`src/rtl/bp_common_pkg.sv`:
```
// Shared definitions for the sacc scratchpad arbiter.
//   bp_spm_src_e             : identifies which requester a grant/response belongs to
//   spm_wr_cnt_width_gp       : width of the accepted-write counter
//   spm_conflict_cnt_width_gp : width of the contention counter
package bp_common_pkg;

  typedef enum logic {
    e_spm_src_host  = 1'b0,
    e_spm_src_accel = 1'b1
  } bp_spm_src_e;

  localparam int spm_wr_cnt_width_gp       = 10;
  localparam int spm_conflict_cnt_width_gp = 16;

endpackage

```
`src/rtl/bp_sacc_spm_resp_slot.sv`:
```
// One-entry read response slot with a bypass path.
// A response arriving this cycle (load_i) is presented immediately on v_o/data_o;
// if the consumer does not take it the same cycle it is captured and held stable.
// Ports:
//   clk_i, reset_n_i : clock, async active-low reset
//   load_i           : read data arrives this cycle on data_i
//   data_i           : read data from the SRAM path
//   ready_and_i      : consumer accepts the response this cycle
//   v_o, data_o      : response valid / data (data_o is zero when empty)
module bp_sacc_spm_resp_slot #(
  parameter int width_p = 64
) (
  input  logic               clk_i,
  input  logic               reset_n_i,
  input  logic               load_i,
  input  logic [width_p-1:0] data_i,
  input  logic               ready_and_i,
  output logic               v_o,
  output logic [width_p-1:0] data_o
);

  logic               full_q, full_d;
  logic [width_p-1:0] data_q, data_d;

  // A held entry leaves when taken; a fresh entry is only stored if it was not
  // taken on arrival. The arbiter never loads while an entry is held and not draining.
  always_comb begin
    full_d = full_q;
    data_d = data_q;
    if (full_q) begin
      if (ready_and_i) begin
        full_d = 1'b0;
      end
    end else if (load_i && !ready_and_i) begin
      full_d = 1'b1;
      data_d = data_i;
    end
  end

  // Slot state register.
  always_ff @(posedge clk_i or negedge reset_n_i) begin
    if (!reset_n_i) begin
      full_q <= 1'b0;
      data_q <= '0;
    end else begin
      full_q <= full_d;
      data_q <= data_d;
    end
  end

  assign v_o    = full_q | load_i;
  assign data_o = full_q ? data_q : (load_i ? data_i : '0);

endmodule

```
`src/rtl/bsg_mem_1rw_sync.sv`:
```
// Single-port synchronous SRAM model, one access per cycle.
// Ports:
//   clk_i  : clock
//   v_i    : access enable
//   w_i    : 1 = write, 0 = read
//   addr_i : word address, must be < els_p when v_i is high
//   data_i : write data
//   data_o : read data, valid the cycle after a read; holds until the next read
module bsg_mem_1rw_sync #(
  parameter int width_p = 64,
  parameter int els_p   = 20,
  localparam int addr_width_lp = (els_p > 1) ? $clog2(els_p) : 1
) (
  input  logic                     clk_i,
  input  logic                     v_i,
  input  logic                     w_i,
  input  logic [addr_width_lp-1:0] addr_i,
  input  logic [width_p-1:0]       data_i,
  output logic [width_p-1:0]       data_o
);

  logic [width_p-1:0] mem_q [els_p];
  logic [width_p-1:0] data_q;

  // Storage array and registered read port; contents are not reset.
  always_ff @(posedge clk_i) begin
    if (v_i && w_i) begin
      mem_q[addr_i] <= data_i;
    end
    if (v_i && !w_i) begin
      data_q <= mem_q[addr_i];
    end
  end

  assign data_o = data_q;

endmodule

```
`src/rtl/bp_sacc_spm_arbiter.sv`:
```
// Round-robin arbiter giving a host CSR path and an accelerator compute path
// shared access to one single-port scratchpad SRAM.
// Optional feature: define BP_SACC_SPM_ARB_STATS_EN to build the contention
// counter on conflict_cnt_o; otherwise that port is tied to zero.
// Ports:
//   clk_i, reset_n_i          : clock, async active-low reset
//   h_*_i / h_ready_and_o     : host request (valid, write, address, data)
//   h_data_o, h_v_o, h_ready_and_i : host read response
//   a_*                       : same pair of interfaces for the accelerator
//   wr_cnt_o                  : accepted in-range writes, saturating
//   conflict_cnt_o            : cycles where both requesters were eligible, saturating
module bp_sacc_spm_arbiter
  import bp_common_pkg::*;
#(
  parameter int els_p   = 20,
  parameter int width_p = 64,
  localparam int addr_width_lp = (els_p > 1) ? $clog2(els_p) : 1
) (
  input  logic                                 clk_i,
  input  logic                                 reset_n_i,
  input  logic                                 h_v_i,
  input  logic                                 h_w_i,
  input  logic [addr_width_lp-1:0]             h_addr_i,
  input  logic [width_p-1:0]                   h_data_i,
  output logic                                 h_ready_and_o,
  output logic [width_p-1:0]                   h_data_o,
  output logic                                 h_v_o,
  input  logic                                 h_ready_and_i,
  input  logic                                 a_v_i,
  input  logic                                 a_w_i,
  input  logic [addr_width_lp-1:0]             a_addr_i,
  input  logic [width_p-1:0]                   a_data_i,
  output logic                                 a_ready_and_o,
  output logic [width_p-1:0]                   a_data_o,
  output logic                                 a_v_o,
  input  logic                                 a_ready_and_i,
  output logic [spm_wr_cnt_width_gp-1:0]       wr_cnt_o,
  output logic [spm_conflict_cnt_width_gp-1:0] conflict_cnt_o
);

  bp_spm_src_e lastGnt_q, lastGnt_d;
  bp_spm_src_e rdSrc_q, rdSrc_d;
  logic        rdPend_q, rdPend_d;
  logic        rdZero_q, rdZero_d;
  logic [spm_wr_cnt_width_gp-1:0] wrCnt_q, wrCnt_d;

  logic hOk, aOk, hElig, aElig, hGnt, aGnt;
  logic reqGnt, reqW, reqInRange;
  logic [addr_width_lp-1:0] reqAddr;
  logic [width_p-1:0]       reqData, memData, rdData;

  // A requester may go if it writes or its response slot will have room.
  // None of these terms look at the requester's own valid, so its ready
  // only depends on its slot and on the other side's request.
  assign hOk   = h_w_i | ~h_v_o | h_ready_and_i;
  assign aOk   = a_w_i | ~a_v_o | a_ready_and_i;
  assign hElig = h_v_i & hOk;
  assign aElig = a_v_i & aOk;

  // The side that did not win last has priority; the other side only gets
  // through when the priority side is not eligible.
  assign h_ready_and_o = reset_n_i & hOk & ((lastGnt_q == e_spm_src_accel) | ~aElig);
  assign a_ready_and_o = reset_n_i & aOk & ((lastGnt_q == e_spm_src_host)  | ~hElig);
  assign hGnt = h_v_i & h_ready_and_o;
  assign aGnt = a_v_i & a_ready_and_o;

  assign reqGnt     = hGnt | aGnt;
  assign reqW       = hGnt ? h_w_i    : a_w_i;
  assign reqAddr    = hGnt ? h_addr_i : a_addr_i;
  assign reqData    = hGnt ? h_data_i : a_data_i;
  assign reqInRange = int'(reqAddr) < els_p;

  // Out-of-range requests are accepted but never touch the array.
  bsg_mem_1rw_sync #(
    .width_p (width_p),
    .els_p   (els_p)
  ) mem (
    .clk_i  (clk_i),
    .v_i    (reqGnt & reqInRange),
    .w_i    (reqW),
    .addr_i (reqAddr),
    .data_i (reqData),
    .data_o (memData)
  );

  // Next-state for the grant pointer, the one-deep read pipeline tag and the
  // saturating write counter.
  always_comb begin
    lastGnt_d = lastGnt_q;
    rdPend_d  = reqGnt & ~reqW;
    rdSrc_d   = hGnt ? e_spm_src_host : e_spm_src_accel;
    rdZero_d  = ~reqInRange;
    wrCnt_d   = wrCnt_q;
    if (hGnt) begin
      lastGnt_d = e_spm_src_host;
    end else if (aGnt) begin
      lastGnt_d = e_spm_src_accel;
    end
    if (reqGnt && reqW && reqInRange && (wrCnt_q != '1)) begin
      wrCnt_d = wrCnt_q + spm_wr_cnt_width_gp'(1);
    end
  end

  // Reset drops any read in flight and hands first contention to the host.
  always_ff @(posedge clk_i or negedge reset_n_i) begin
    if (!reset_n_i) begin
      lastGnt_q <= e_spm_src_accel;
      rdSrc_q   <= e_spm_src_host;
      rdPend_q  <= 1'b0;
      rdZero_q  <= 1'b0;
      wrCnt_q   <= '0;
    end else begin
      lastGnt_q <= lastGnt_d;
      rdSrc_q   <= rdSrc_d;
      rdPend_q  <= rdPend_d;
      rdZero_q  <= rdZero_d;
      wrCnt_q   <= wrCnt_d;
    end
  end

  assign rdData   = rdZero_q ? '0 : memData;
  assign wr_cnt_o = wrCnt_q;

  bp_sacc_spm_resp_slot #(.width_p(width_p)) hSlot (
    .clk_i       (clk_i),
    .reset_n_i   (reset_n_i),
    .load_i      (rdPend_q & (rdSrc_q == e_spm_src_host)),
    .data_i      (rdData),
    .ready_and_i (h_ready_and_i),
    .v_o         (h_v_o),
    .data_o      (h_data_o)
  );

  bp_sacc_spm_resp_slot #(.width_p(width_p)) aSlot (
    .clk_i       (clk_i),
    .reset_n_i   (reset_n_i),
    .load_i      (rdPend_q & (rdSrc_q == e_spm_src_accel)),
    .data_i      (rdData),
    .ready_and_i (a_ready_and_i),
    .v_o         (a_v_o),
    .data_o      (a_data_o)
  );

`ifdef BP_SACC_SPM_ARB_STATS_EN
  logic [spm_conflict_cnt_width_gp-1:0] conflictCnt_q, conflictCnt_d;

  // Counts cycles in which both sides wanted the SRAM, saturating.
  always_comb begin
    conflictCnt_d = conflictCnt_q;
    if (hElig && aElig && (conflictCnt_q != '1)) begin
      conflictCnt_d = conflictCnt_q + spm_conflict_cnt_width_gp'(1);
    end
  end

  // Contention counter register.
  always_ff @(posedge clk_i or negedge reset_n_i) begin
    if (!reset_n_i) begin
      conflictCnt_q <= '0;
    end else begin
      conflictCnt_q <= conflictCnt_d;
    end
  end

  assign conflict_cnt_o = conflictCnt_q;
`else
  assign conflict_cnt_o = '0;
`endif

endmodule

```
`config.mk`:
```
export PLATFORM = sky130hd
export DESIGN_NAME = bp_sacc_spm_arbiter
export DESIGN_NICKNAME = d
export VERILOG_FILES = /design/src/rtl/bp_common_pkg.sv /design/src/rtl/bp_sacc_spm_resp_slot.sv /design/src/rtl/bsg_mem_1rw_sync.sv /design/src/rtl/bp_sacc_spm_arbiter.sv
export SDC_FILE = /design/constraint.sdc
export NUM_CORES = 2
export LEC_CHECK = 0
export ABC_AREA = 1
export CAP_MARGIN = 10
export CORE_AREA = 4 4 346 348
export DETAILED_ROUTE_END_ITERATION = 8
export DIE_AREA = 0 0 350 352
export PLACE_DENSITY = 0.73
export SYNTH_ARGS = -nofsm -noshare
export SYNTH_HDL_FRONTEND = slang
export SYNTH_SLANG_ARGS = --single-unit
export TNS_END_PERCENT = 50
```
`constraint.sdc`:
```
create_clock -name clk_i -period 6.2 [get_ports clk_i]
set_input_delay 0.62 -clock clk_i [delete_from_list [all_inputs] [get_ports clk_i]]
set_output_delay 0.62 -clock clk_i [all_outputs]
set_load 0.02 [all_outputs]
```
==> impl_metrics.py <==
metrics = {
    "status": {
        "outcome": "finished with violations",
        "violations": "slew limit",
    },
    "routing": {
        "dr.pass1.iters": 6,
        "ant_nets": 0,
        "via_per_inst": 5.62,
        "drc": 0,
        "wl_per_cell_um": 21.1,
        "drt_iter0_drc": 5360,
        "via_count": 45700,
        "drt_wl_total_um": 171000,
    },
    "clock_network": {
        "cts_resized": 0,
        "root_buffer": "clkbuf_16",
        "clk_pin_slew_ns": 0.06,
        "cts.sinks": 1488,
        "clock_latency_ns": 0.76,
        "clockBufferDepth": 3,
        "htree_levels": 4,
        "cts_tree": "done",
        "post-cts-setup-buffers": 0,
        "numCtsBuffers": 148,
    },
    "sta": {
        "setup_viol": 0,
        "fin_skew_ns": 0.0251,
        "timing.slew.headroom_pct": -3.14,
        "fmax_ghz": 0.217,
        "slew_violations": 76,
        "grt_setup_unrepaired": "false",
        "setup_slack_ns": 1.58,
        "hold_viol_final": 0,
        "period_share_pct": 74.5,
        "setup_tns_ns": 0,
        "worst_pin_slew_ns": 1.55,
        "finalCriticalPeriod_ns": 4.62,
    },
    "setup_path": {
        "crit_path_end": "mem.mem_q[18][10]",
        "slowest_stage": "nor2_4",
        "arrival_ns": 5.00,
        "worstPathCellList": "dlygate4sd3_1, buf_6, inv_1, a21oi_4, nand3_4, o21ai_2, nand2_1, nand2_1, nand2_1, nor2_4, nand3_1, nor2_4, buf_4",
        "end_kind": "flip-flop",
        "cp_common_cell": "nand2_1",
        "r2r_cells": 11,
        "slowest_delay_ns": 0.74,
        "rrSetupSlack_ns": 1.76,
        "worstSetupPathType": "input port to flip-flop",
        "reg2reg_to": "mem.mem_q[18][10]",
        "startpoint": "reset_n_i",
        "crit_path_max_fanout": 32,
        "r2r-start": "rdPend_q",
        "start_kind": "input port",
        "required_ns": 6.59,
    },
    "min_path": {
        "hp-class": "input port to asynchronous set/reset pin",
    },
    "die": {
        "rows": 125,
        "core_area_um2": 116000,
        "die-area_um2": 123000,
        "die_y_um": 352,
        "die_w_um": 350,
        "io_pins": 304,
        "initial_core_util_pct": 54.8,
    },
    "place": {
        "hpwl_um": 90500,
        "io_buffer_count": 287,
        "place_congestion": 0.817,
        "placed_cell_area_um2": 67900,
        "pre_cts_ws_ns": 1.08,
    },
    "logic_synthesis": {
        "synth_top_area_share_pct": 63.4,
        "avgSynthCellArea_um2": 10.1,
        "ys_seq_area_share_pct": 69.0,
        "synth_flop_cell": "edfxtp_1",
        "synthTopCellsByArea": "edfxtp_1 63%, nand2_1 19%, dfrtp_1 5.6%, nand3_1 3.7%, inv_1 1.6%",
        "synth_edf_count": 1344,
        "yosysMostFrequentCell": "nand2_1",
        "syn_inst": 6332,
        "yosys.area.top_type": "edfxtp_1",
        "yosys_warnings": 0,
        "ys_async_sr_fraction_pct": 9.68,
        "synth_cell_types": 31,
        "synth_seq_cells": 1488,
        "syn_area_um2": 63700,
        "synth_common_cells": "3,252 x nand2_1, 1,344 x edfxtp_1, 467 x nand3_1",
    },
    "job": {
        "drv_cap": 0,
    },
    "global_routing": {
        "track_usage_pct": 27.5,
        "antenna_found_initial": 4,
        "grt-ovfl-total": 0,
        "grt_max_degree": 197,
        "grt_pass1_vias": 43300,
        "grt_pass1_wl_um": 259000,
    },
    "pwr": {
        "p_per_area_nw_per_um2": 317,
        "vdd_drop_max_v": 0.000317,
        "cellLeakagePower_uw": 0.0300,
    },
    "finish": {
        "nNetsFinal": 6623,
        "design_area_um2": 72600,
        "syn2layout_area_growth_pct": 13.9,
        "drive_gt1_share_pct": 5.21,
    },
}
-- power by group --
| part | leakage [µW] | switching (µW) | internal (µW) |
|---|---|---|---|
| Sequential | 0.0139 | 150 | 11500 |
| Clock | 0.00228 | 3760 | 4840 |
| Combinational | 0.0138 | 2020 | 794 |
-- layout by cell type, fill, tap and decap left out, drive strengths merged --
master / Yosys / routed
dfstp: 1 / 1
dfrtp: 143 / 143
nand2: 3254 / 3254
clkinv: 2 / 77
clkinvlp: 0 / 6
nand3b: 1 / 1
edfxtp: 1344 / 1344
and3: 1 / 1
nand4: 3 / 3
o21a: 1 / 1
a21oi: 69 / 69
nor3: 3 / 3
inv: 287 / 289
nand3: 468 / 468
o22ai: 128 / 128
nor2: 97 / 97
xor2: 2 / 2
bufinv: 0 / 6
buf: 206 / 80
diode: 0 / 1
ha: 1 / 1
xnor2: 6 / 6
conb: 1 / 16
clkbuf: 182 / 186
o21ai: 132 / 132
dlygate4sd3: 0 / 1
clkdlybuf4s50: 0 / 286
-- worst max-delay path: cells and delay by family --
family	cells	cell delay [ns]
simple gates	7	2.33
compound gates	2	0.50
buf+inv	4	1.49
-- metrics by stage --
step                hold WS (ns)  total power (µW)  cells  util [%]
floorplan                  0.324             13600   6347         -
global placement           0.465             14500   7849      58.4
detailed placement         0.469             14600   7849      58.4
CTS                        0.302             23100   8125      62.4
global route               0.335             23900   8125      62.4
finish                     0.328             23000   8126      62.4
-- kinds of logic after synthesis --
group / Yosys count / share of synthesized area (%)
buf+inv: 677 / 4.40
other cells: 1 / 0.00589
compound gates: 330 / 2.88
fa+ha+maj: 1 / 0.0196
flops: 1488 / 69.0
simple gates: 3827 / 23.5
xor+xnor: 8 / 0.110
-- how the worst min path moves through the flow --
| stage | startpoint | to | slack, ns | cells after the start |
|---|---|---|---|---|
| after floorplan | reset_n_i | aSlot.data_q[0] | 0.32 | 0 |
| after global placement | lastGnt_q | lastGnt_q | 0.47 | 2 |
| after detailed placement | lastGnt_q | lastGnt_q | 0.47 | 2 |
| after CTS | reset_n_i | aSlot.data_q[3] | 0.30 | 2 |
| after global routing | reset_n_i | aSlot.data_q[1] | 0.33 | 2 |
| final | reset_n_i | aSlot.data_q[1] | 0.33 | 2 |
-- layer usage --
metal  track usage [%]  wire [µm]  vias up
li1                  -          -    21100
met1              39.1      69800    21700
met2              43.8      79100     2573
met3              5.15      18600      275
met4              7.46       3720        2
met5                 0         13        -
-- area by class of cell --
type                            count  area (µm²)
Timing Repair Buffer              367        3730
Antenna cell                        1        2.50
Multi-Input combinational cell   4182       17200
Clock inverter                     89         648
Sequential cell                  1488       44000
Fill cell                        8882       43700
Tap cell                         1524        1910
Inverter                          289        1090
Clock buffer                      186        4000
-- flip-flops by register name, summed over array words and instances, names as in the netlist, 10 cells and up --
name          cells
aSlot.data_q     64
hSlot.data_q     64
mem.data_o       64
mem.mem_q      1280
wr_cnt_o         10
-- repair_timing --
action                                 in CTS  in global routing
hold buffers                                1                  0
setup endpoints to repair                   0                  0
endpoints found under the hold margin      29                  0
(Power assumes the default switching activity.)
